--- config.mk ---
export PLATFORM = sky130hd
export DESIGN_NAME = vend_multi
export DESIGN_NICKNAME = d
export VERILOG_FILES = /design/src/rtl/vend_pkg.sv /design/src/rtl/vend_stock.sv /design/src/rtl/vend_multi.sv
export SDC_FILE = /design/constraint.sdc
export NUM_CORES = 1
export LEC_CHECK = 0
export BUFFER_PORTS_ARGS = -buffer_cell sky130_fd_sc_hd__buf_2
export CORE_MARGIN = 3
export CORE_UTILIZATION = 59
export DETAILED_ROUTE_END_ITERATION = 12
export GPL_ROUTABILITY_DRIVEN = 0
export GPL_TIMING_DRIVEN = 0
export PLACE_DENSITY = 0.79
export SLEW_MARGIN = 0
export SYNTH_ARGS = -nofsm -noshare
export SYNTH_HDL_FRONTEND = slang
export SYNTH_SLANG_ARGS = --single-unit
export TNS_END_PERCENT = 100
--- constraint.sdc ---
create_clock -name clk -period 4.2 [get_ports clk]
set_input_delay 0.63 -clock clk [delete_from_list [all_inputs] [get_ports clk]]
set_output_delay 0.63 -clock clk [all_outputs]
set_load 0.01 [all_outputs]
--- src/rtl/vend_pkg.sv ---
// Shared types for the multi-product vending controller: FSM state encoding,
// coin-acceptor codes and coin-to-unit conversion.
package vend_pkg;

    typedef enum logic [1:0] {
        ST_IDLE   = 2'd0,
        ST_CREDIT = 2'd1,
        ST_REFUND = 2'd2
    } state_e;

    localparam logic [1:0] COIN_NONE   = 2'd0;
    localparam logic [1:0] COIN_1      = 2'd1;
    localparam logic [1:0] COIN_2      = 2'd2;
    localparam logic [1:0] COIN_CANCEL = 2'd3;

    // Cancel carries no value; it is handled as a separate request.
    function automatic logic [1:0] coin_units(input logic [1:0] code);
        case (code)
            COIN_1:  coin_units = 2'd1;
            COIN_2:  coin_units = 2'd2;
            default: coin_units = 2'd0;
        endcase
    endfunction

endpackage

--- src/rtl/vend_stock.sv ---
// Per-item stock counters: saturating decrement, global restock (wins over a
// same-edge decrement) and per-item empty flags.
module vend_stock
    import vend_pkg::*;
#(
    parameter int N_ITEMS    = 4,
    parameter int STOCK_W    = 4,
    parameter int STOCK_INIT = 10,
    parameter int SEL_W      = 2
) (
    input  logic               clk,
    input  logic               reset,
    input  logic               dec_valid,
    input  logic [SEL_W-1:0]   dec_idx,
    input  logic               restock,
    output logic [N_ITEMS-1:0] empty
);

    logic [STOCK_W-1:0] count [N_ITEMS];

    always_ff @(posedge clk or posedge reset) begin
        if (reset) begin
            for (int i = 0; i < N_ITEMS; i++) count[i] <= STOCK_W'(STOCK_INIT);
        end else if (restock) begin
            for (int i = 0; i < N_ITEMS; i++) count[i] <= STOCK_W'(STOCK_INIT);
        end else if (dec_valid && (32'(dec_idx) < 32'(N_ITEMS))) begin
            if (count[dec_idx] != '0) count[dec_idx] <= count[dec_idx] - 1'b1;
        end
    end

    always_comb begin
        for (int i = 0; i < N_ITEMS; i++) empty[i] = (count[i] == '0);
    end

endmodule

--- src/rtl/vend_multi.sv ---
// Multi-product vending controller: credit accumulation, per-item vend and
// paced refund. States: IDLE (no credit) | CREDIT (credit held) | REFUND (paying back <=2/cycle).
module vend_multi
    import vend_pkg::*;
#(
    parameter int N_ITEMS    = 4,
    parameter int CREDIT_W   = 6,
    parameter logic [N_ITEMS*CREDIT_W-1:0] PRICES = {6'd6, 6'd5, 6'd4, 6'd4},
    parameter int STOCK_W    = 4,
    parameter int STOCK_INIT = 10,
    parameter int AUTO_VEND  = 0,
    localparam int SEL_W     = (N_ITEMS > 1) ? $clog2(N_ITEMS) : 1
) (
    input  logic                clk,
    input  logic                reset,
    input  logic [1:0]          coin,
    input  logic                sel_valid,
    input  logic [SEL_W-1:0]    sel,
    input  logic                restock,
    output logic                drink,
    output logic [SEL_W-1:0]    drink_id,
    output logic [1:0]          back,
    output logic                coin_reject,
    output logic                sel_reject,
    output logic                busy,
    output logic [CREDIT_W-1:0] credit
);

    localparam logic [1:0] IDLE   = ST_IDLE;
    localparam logic [1:0] CREDIT = ST_CREDIT;
    localparam logic [1:0] REFUND = ST_REFUND;
    localparam logic [CREDIT_W:0] MAX_CREDIT = {1'b0, {CREDIT_W{1'b1}}};

    logic [1:0]          state;
    logic [1:0]          units;
    logic [CREDIT_W:0]   sum, cand, remainder;
    logic                coin_ok, req, sel_in_range, in_stock, vend_ok, dec_valid;
    logic [SEL_W-1:0]    req_sel;
    logic [CREDIT_W-1:0] price_sel;
    logic [1:0]          refund_units;
    logic [N_ITEMS-1:0]  empty;

    always_comb begin
        units        = coin_units(coin);
        sum          = {1'b0, credit} + (CREDIT_W+1)'(units);
        coin_ok      = (sum <= MAX_CREDIT);
        cand         = coin_ok ? sum : {1'b0, credit};
        // With AUTO_VEND an absent request behaves as an implicit request for item 0.
        req          = sel_valid || (AUTO_VEND != 0);
        req_sel      = sel_valid ? sel : '0;
        sel_in_range = (32'(req_sel) < 32'(N_ITEMS));
        price_sel    = sel_in_range ? PRICES[req_sel*CREDIT_W +: CREDIT_W] : '1;
        in_stock     = sel_in_range && !empty[req_sel];
        vend_ok      = req && in_stock && (cand >= {1'b0, price_sel});
        remainder    = cand - {1'b0, price_sel};
        refund_units = (credit > CREDIT_W'(1)) ? 2'd2 : {1'b0, credit[0]};
        dec_valid    = (state != REFUND) && (coin != COIN_CANCEL) && vend_ok;
    end

    always_ff @(posedge clk or posedge reset) begin
        if (reset) begin
            state       <= IDLE;
            credit      <= '0;
            drink       <= 1'b0;
            drink_id    <= '0;
            back        <= 2'd0;
            coin_reject <= 1'b0;
            sel_reject  <= 1'b0;
            busy        <= 1'b0;
        end else begin
            drink       <= 1'b0;
            drink_id    <= '0;
            back        <= 2'd0;
            coin_reject <= 1'b0;
            sel_reject  <= 1'b0;
            if (state == REFUND) begin
                // busy stays high through the cycle that carries the last refund units.
                back        <= refund_units;
                credit      <= credit - CREDIT_W'(refund_units);
                coin_reject <= (coin == COIN_1) || (coin == COIN_2);
                sel_reject  <= sel_valid;
                busy        <= 1'b1;
                state       <= (credit > CREDIT_W'(2)) ? REFUND : IDLE;
            end else begin
                busy        <= 1'b0;
                coin_reject <= !coin_ok;
                if (coin == COIN_CANCEL) begin
                    if (credit != '0) begin
                        state <= REFUND;
                        busy  <= 1'b1;
                    end
                end else if (vend_ok) begin
                    drink    <= 1'b1;
                    drink_id <= req_sel;
                    credit   <= remainder[CREDIT_W-1:0];
                    state    <= (remainder != '0) ? REFUND : IDLE;
                    busy     <= (remainder != '0);
                end else begin
                    sel_reject <= sel_valid;
                    credit     <= cand[CREDIT_W-1:0];
                    state      <= (cand != '0) ? CREDIT : IDLE;
                end
            end
        end
    end

    vend_stock #(
        .N_ITEMS    (N_ITEMS),
        .STOCK_W    (STOCK_W),
        .STOCK_INIT (STOCK_INIT),
        .SEL_W      (SEL_W)
    ) u_stock (
        .clk       (clk),
        .reset     (reset),
        .dec_valid (dec_valid),
        .dec_idx   (req_sel),
        .restock   (restock),
        .empty     (empty)
    );

endmodule

==> metrics.md, run 1 <==
| Metric | Value |
|---|---|
| Fillcell total | `302` |
| Primary FF master, synth | `dfrtp_1` |
| Reg2reg end | `state[1]` |
| Max Freq | `0.260 GHz` |
| Crit-path cells | `buf_2 -> inv_1 -> ha_1 -> ha_1 -> fa_1 -> buf_2 -> nand2_1 -> nor2_2 -> mux2i_2 -> inv_1 -> ha_1 -> nor2b_1 -> o2bb2ai_1 -> nor4b_2 -> mux2i_1 -> nand3_1 -> a32o_1` |
| DIE AREA | `about 4700 um^2` |
| R2r worst-path depth | `14` |
| Mapped Nets | `between 200 and 300` |
| Clock latency on the worst-skew pair | `approximately 290 ps` |
| Post-synthesis simple-gate area fraction | `between 20% and 30%` |
| Reg2reg start | `credit[0]` |
| DRC Markers | `0` |
| Final wirelength | `between 5 and 6 mm` |
| CTS Buffer Depth | `2` |
| Setup Skew | `approximately 14 ps` |
| CTS sink cnt | `32` |
| Final nets | `303` |
| Worst Hold Launch | `u_stock.count[11]` |
| Share of layout cells above drive strength 1 | `22.9%` |
| Leakage | `between 1 and 1.5 nW` |
| Number of global-route vias before repair | `roughly 2000` |
| Worst VDD drop | `approximately 0.42 mV` |
| Mux cell area share after synthesis | `under 10%` |
| Initial Utilization | `between 60% and 70%` |
| EDFF count, synth | `0` |
| Synthesis-to-layout area growth | `11.8%` |
| Largest family of logic cells by synthesized area | `compound AO/OA/AOI/OAI gates` |
| Worst Path Max Fanout | `7` |
| DIE WIDTH | `between 60 and 70 um` |
| First-pass GRT wire length | `around 9.5 mm` |
| Port Buffers | `19` |
| Row cnt | `22` |
| Unrepaired setup endpoints after global routing | `no` |
| Crit path DAT | `4020 ps` |
| Adder-Cell Fraction of Synth Area | `~7.4%` |
| Cell mode on critical path | `ha_1` |
| Via count | `~2100` |
| Post-Synth XOR/XNOR Area | `2.64%` |
| Min-Delay Path Class | `reg -> reg` |
| Setup Fix Bufs, Post-CTS | `0` |
| Fin crit period | `about 3800 ps` |
| CP required | `approximately 4400 ps` |
| Max-cap viol count | `0` |
| Detail Placement HPWL | `between 4 and 5 mm` |
| # diodes | `0` |
| Slowest cell on the critical path | `fa_1` |
| Gr ovfl total | `0` |
| Worst Tran Pin Value | `1190 ps` |
| Gr usage total | `between 20% and 30%` |
| H-Tree Level Count | `2` |
| CTS tree | `yes` |
| Slowest cell delay on critical path | `380 ps` |
| Synthesized flop and latch total | `32` |
| Synth Warn # | `0` |
| DR iter-0 viols | `~260` |
| Io pins | `22` |
| Ys async rst share | `100%` |
| Initial antenna violation count | `0` |
| Most frequent cells in the layout | `buf_2 (24), dfrtp_1 (24), nand2_1 (23)` |
| CTS Hold Buffers Added | `0` |
| Clock Pin Slew Worst Setup and Hold Paths | `70 ps` |
| Cell variety after synth | `between 60 and 70` |
| Routed len/inst | `approximately 17 um` |
| Status | `complete, no violations` |
| Post-synthesis compound-gate area fraction | `21.9%` |
| Power per cell area | `605 nW/um^2` |
| Crit path kind | `in -> reg` |
| Root Driver | `clkbuf_8` |
| DR vias/cell | `~6.2` |
| Finished Cell Area | `2590 um^2` |
| Die Y | `68.7 um` |
| TritonCTS buffer count | `5` |
| Reg2reg setup slack | `530 ps` |
| Hold Path Stages | `2` |
| Max_slew headroom | `roughly 20%` |
| CORE AREA | `~3700 um^2` |
| Mean post-synth cell area | `9.02 um^2` |
| Largest net degree at the start of global routing | `33` |
| Pins Over Slew Limit | `0` |
| Total Power | `approximately 1.6 mW` |
| Placed Area | `roughly 2500 um^2` |
| CP Capture Type | `register` |
| 1st-pass router iterations | `4` |
| Hold path endpoint | `u_stock.count[11]` |
| Post-route antenna net violation count | `0` |
| Startpoint types | `input port` |
| Hold Fails Final Rpt | `0` |
| Post-Syn Instances | `approximately 260` |
| Post-Syn Area | `between 2000 and 2500 um^2` |
| # setup viols final | `0` |
| Final Cycle Share | `between 90% and 100%` |
| Seq/Total Area, Yosys | `35.0%` |
-- power breakdown --
| group | leakage, nW | internal (mW) | switching (mW) | total, mW |
|---|---|---|---|---|
| clock network | 0.0541 | 0.176 | 0.126 | 0.302 |
| registers | 0.393 | 0.383 | 0.0581 | 0.442 |
| logic | 0.682 | 0.322 | 0.502 | 0.824 |
-- area by class of cell --
cell class	count	area [um^2]	share of cell area [%]
Buffer	12	77.6	2.99
Clock buffer	5	68.8	2.66
Clock inverter	3	42.5	1.64
Inverter	13	48.8	1.88
Multi-Input combinational cell	200	1390	53.5
Sequential cell	32	811	31.3
Tap cell	48	60.1	2.32
Timing Repair Buffer	19	95.1	3.67
-- synth_stat cells, types with 2 or more instances --
cell | count | share of area, %
buf_6 | 3 | 1.5
nand3_1 | 9 | 1.9
o221ai_1 | 3 | 1.1
nand2_1 | 23 | 3.7
o21ai_0 | 4 | 0.86
dfrtp_1 | 24 | 26
clkbuf_1 | 3 | 0.49
ha_1 | 9 | 4.9
nor3_1 | 11 | 2.4
inv_1 | 10 | 1.6
nor4_1 | 3 | 0.81
o22ai_1 | 7 | 1.9
and3_1 | 3 | 0.81
inv_2 | 2 | 0.32
dfstp_2 | 8 | 9.1
nor3_2 | 2 | 0.86
buf_2 | 5 | 1.1
o211ai_1 | 4 | 1.3
o21ai_1 | 10 | 2.2
mux2i_1 | 14 | 6.0
nor2b_1 | 3 | 0.81
nor2_1 | 21 | 3.4
or3_1 | 3 | 0.81
a31oi_1 | 4 | 1.1
a21oi_1 | 19 | 4.1
a21o_1 | 2 | 0.65
fa_1 | 3 | 2.6
nand2b_1 | 3 | 0.81
o22ai_2 | 2 | 1.1
xnor2_1 | 6 | 2.3
-- repair_timing --
action / in CTS / in global routing
endpoints found under the hold margin: 0 / 0
endpoints found under the setup margin: 0 / 3
gates resized for setup: 0 / 2
-- flip-flops by register name, indices dropped and copies added (netlist names) --
name	cells
back	2
busy	1
coin_reject	1
credit	6
drink	1
drink_id	2
sel_reject	1
state	2
u_stock.count	16
-- worst max-delay path by stage --
stage          startpoint       end  slack (ps)  cells past startpoint
3_3_place_gp      coin[1]  state[1]          10                     17
6_report          coin[1]  state[1]         360                     17
3_5_place_dp      coin[1]  state[1]         -30                     17
2_1_floorplan     coin[1]  state[1]         540                     16
4_1_cts           coin[1]  state[1]         270                     17
5_1_grt           coin[1]  state[1]          40                     17
-- worst max-delay path: cells and delay by family --
kind            cells  cell delay [ps]
buf+inv             4              410
fa+ha+maj           4             1110
compound gates      2              500
mux                 2              610
simple gates        5              740
-- kinds of logic after synthesis --
logic type,Yosys count
buffers and inverters,25
xor gates and xnor gates,7
and+or+nand+nor,92
muxes,15
adders and majority gates,12
DFF,32
AOI/OAI and AO/OA,73
other,1
-- through the flow --
step           utilization (%)  TNS (ps)  cells  hold WS (ps)  worst slack [ps]
6_report                  69.7         0    332           539               355
2_1_floorplan                -         0    257           497               542
4_1_cts                   69.6         0    332           537               272
3_5_place_dp              66.6     -46.1    324           528             -27.6
3_3_place_gp              66.6         0    324           519              10.3
5_1_grt                   69.7         0    332           552              36.0
-- metal layers --
metal  up-vias  wire (um)  track usage [%]
met5         -          0                0
met3        15        256             4.86
li1        995          -                -
met1       970       2300             31.7
met2        71       2890             46.7
met4         0        157             13.2
Note: power is estimated with default switching activity, not from simulation.
==> run 2, diff against run 1 <==
--- a/config.mk
+++ b/config.mk
@@ -7,11 +7,12 @@
 export LEC_CHECK = 0
 export BUFFER_PORTS_ARGS = -buffer_cell sky130_fd_sc_hd__buf_2
 export CORE_MARGIN = 3
-export CORE_UTILIZATION = 59
+export CORE_UTILIZATION = 60
+export CTS_BUF_LIST = sky130_fd_sc_hd__clkbuf_2 sky130_fd_sc_hd__clkbuf_4 sky130_fd_sc_hd__clkbuf_8
 export DETAILED_ROUTE_END_ITERATION = 12
 export GPL_ROUTABILITY_DRIVEN = 0
 export GPL_TIMING_DRIVEN = 0
-export PLACE_DENSITY = 0.79
+export PLACE_DENSITY = 0.81
 export SLEW_MARGIN = 0
 export SYNTH_ARGS = -nofsm -noshare
 export SYNTH_HDL_FRONTEND = slang
==> run 2 against run 1 <==
Routed wire length is 1.7% higher. Count of clock-buffer cells in the layout is 1 higher. Maximum frequency is 1.3% lower. Largest cell class unchanged. Highest routed layer unchanged.
==> metrics.md, run 2 (synthesis gave the netlist of run 1 again) <==
| Metric | Value |
|---|---|
| DR iter-0 viols | `~260` |
| Detail Placement HPWL | `between 4 and 5 mm` |
| Port Buffers | `19` |
| Root Driver | `clkbuf_8` |
| H-Tree Level Count | `2` |
| Die Y | `~68 um` |
| Final core utilization | `roughly three quarters` |
| DIE AREA | `4650 um^2` |
| Share of layout cells above drive strength 1 | `roughly 23%` |
| CP Launch Point | `coin[1]` |
| Initial Utilization | `between 60 and 70%` |
| Worst Tran Pin Value | `1180 ps` |
| CP Capture Type | `register` |
| Fillcell total | `approximately 280` |
| Status | `complete, no violations` |
| Min-Delay Path Class | `reg -> reg` |
| Worst Path Max Fanout | `7` |
| Unrepaired setup endpoints after global routing | `no` |
| 1st-pass router iterations | `6` |
| Placed cells | `about 320` |
| TritonCTS buffer count | `5` |
| Worst VDD drop | `0.426 mV` |
| First-pass GRT wire length | `between 9 and 10 mm` |
| # diodes | `0` |
| CTS sink cnt | `32` |
| Startpoint types | `input port` |
| Final wirelength | `5.71 mm` |
| Fin crit period | `about 3900 ps` |
| Setup tns final | `0 ps` |
| CTS Buffer Depth | `2` |
| Leakage | `roughly 1.1 nW` |
| DIE WIDTH | `about 68 um` |
| CP required | `roughly 4400 ps` |
| Clock latency on the worst-skew pair | `slightly below 300 ps` |
| CTS tree | `yes` |
| Post-CTS Resized | `0` |
| Setup Fix Bufs, Post-CTS | `0` |
| Gr ovfl total | `0` |
| Clock Pin Slew Worst Setup and Hold Paths | `60 ps` |
| Largest net degree at the start of global routing | `33` |
| Initial antenna violation count | `0` |
| Power per cell area | `about 590 nW/um^2` |
| Non-Filler Instances | `between 300 and 400` |
| Crit path kind | `in -> reg` |
| Seq. cell area | `between 800 and 900 um^2` |
| Io pins | `22` |
| Post-route antenna net violation count | `0` |
| Pins Over Slew Limit | `0` |
| Reg with most FFs | `u_stock.count` |
| Hold Fails Final Rpt | `0` |
| CTS Hold Buffers Added | `0` |
| DRC Markers | `0` |
| DR vias/cell | `6.37` |
| Max-cap viol count | `0` |
| Largest registers | `u_stock.count x16, credit x6` |
| Routed len/inst | `~17 um` |
| Total Power | `1.52 mW` |
| Final Cycle Share | `92.7%` |
| Max_slew headroom | `21.3%` |
| Multi-input gate area | `about 1400 um^2` |
| Number of global-route vias before repair | `1995` |
| Max reg flops | `16` |
| Reg2reg start | `credit[0]` |
| Most frequent cells in the layout | `buf_2 (24), dfrtp_1 (24), nand2_1 (23)` |
| Row cnt | `21` |
| # setup viols final | `0` |
| CORE AREA | `between 3000 and 4000 um^2` |
| Hold_ws | `525 ps` |
| Setup Skew | `12.6 ps` |
| Worst Hold Launch | `u_stock.count[11]` |
| Max Freq | `~0.26 GHz` |
| Via count | `around 2100` |
| Crit path DAT | `approximately 4100 ps` |
| Final nets | `303` |
| Gr usage total | `roughly 28%` |
| Synthesis-to-layout area growth | `11.2%` |
[run 2: cell types whose count changed in the layout (fill, tap and decap cells not counted)]
cell        previous run  this run
bufinv_16              1         0
mux2i_2                1         0
clkinvlp_4             1         0
clkbuf_8               5         6
mux2i_4                0         1
clkinv_2               1         2
[run 2: final timing paths]
check                                    endpoint  slack [ps]  cells after the start
worst max-delay path                     state[1]         310                     17
worst min-delay path            u_stock.count[11]         530                      2
worst max register to register           state[1]         470                     14
worst min register to register  u_stock.count[11]         530                      2
max in group asynchronous       u_stock.count[14]        2840                      2
min in group asynchronous                    busy         650                      2
[run 2: stage by stage]
| stage | area (um^2) | setup slack (ps) |
|---|---|---|
| 2_1_floorplan | 2320 | 542 |
| 3_3_place_gp | 2470 | -16.8 |
| 3_5_place_dp | 2470 | -65.8 |
| 4_1_cts | 2560 | 194 |
| 5_1_grt | 2580 | 24.4 |
| 6_report | 2580 | 305 |
[run 2: final cells by class]
| class | count | area share (%) |
|---|---|---|
| repair buffers | 19 | 3.69 |
| clock inverters | 2 | 0.388 |
| plain buffers | 12 | 3.01 |
| flip-flops and latches | 32 | 31.4 |
| multi-input cells | 200 | 54.1 |
| inverters | 13 | 1.89 |
| well taps | 46 | 2.23 |
| clock buffers | 6 | 3.20 |
[run 2: worst max-delay path, stage by stage]
cell       delay [ps]
buf_2             120
inv_1              60
ha_1              150
ha_1              220
fa_1              200
buf_2             180
nand2_1           100
nor2_2            270
mux2i_4           330
inv_1              90
ha_1              300
nor2b_1           150
o2bb2ai_1         210
nor4b_2           270
mux2i_1           310
nand3_1           180
a32o_1            280
[run 2: report_power, final]
part / switching [mW] / internal, mW / total, mW
clock: 0.118 / 0.131 / 0.249
combinational: 0.503 / 0.327 / 0.830
sequential: 0.0576 / 0.383 / 0.441
[run 2: metal layers]
| metal | part of all wire (%) | vias to the layer above | GRT usage, % |
|---|---|---|---|
| met5 | 0 | - | 0 |
| met4 | 2.8 | 0 | 11.7 |
| met3 | 8.6 | 17 | 5.91 |
| met2 | 45 | 105 | 40.2 |
| met1 | 44 | 980 | 39.9 |
| li1 | - | 1000 | - |
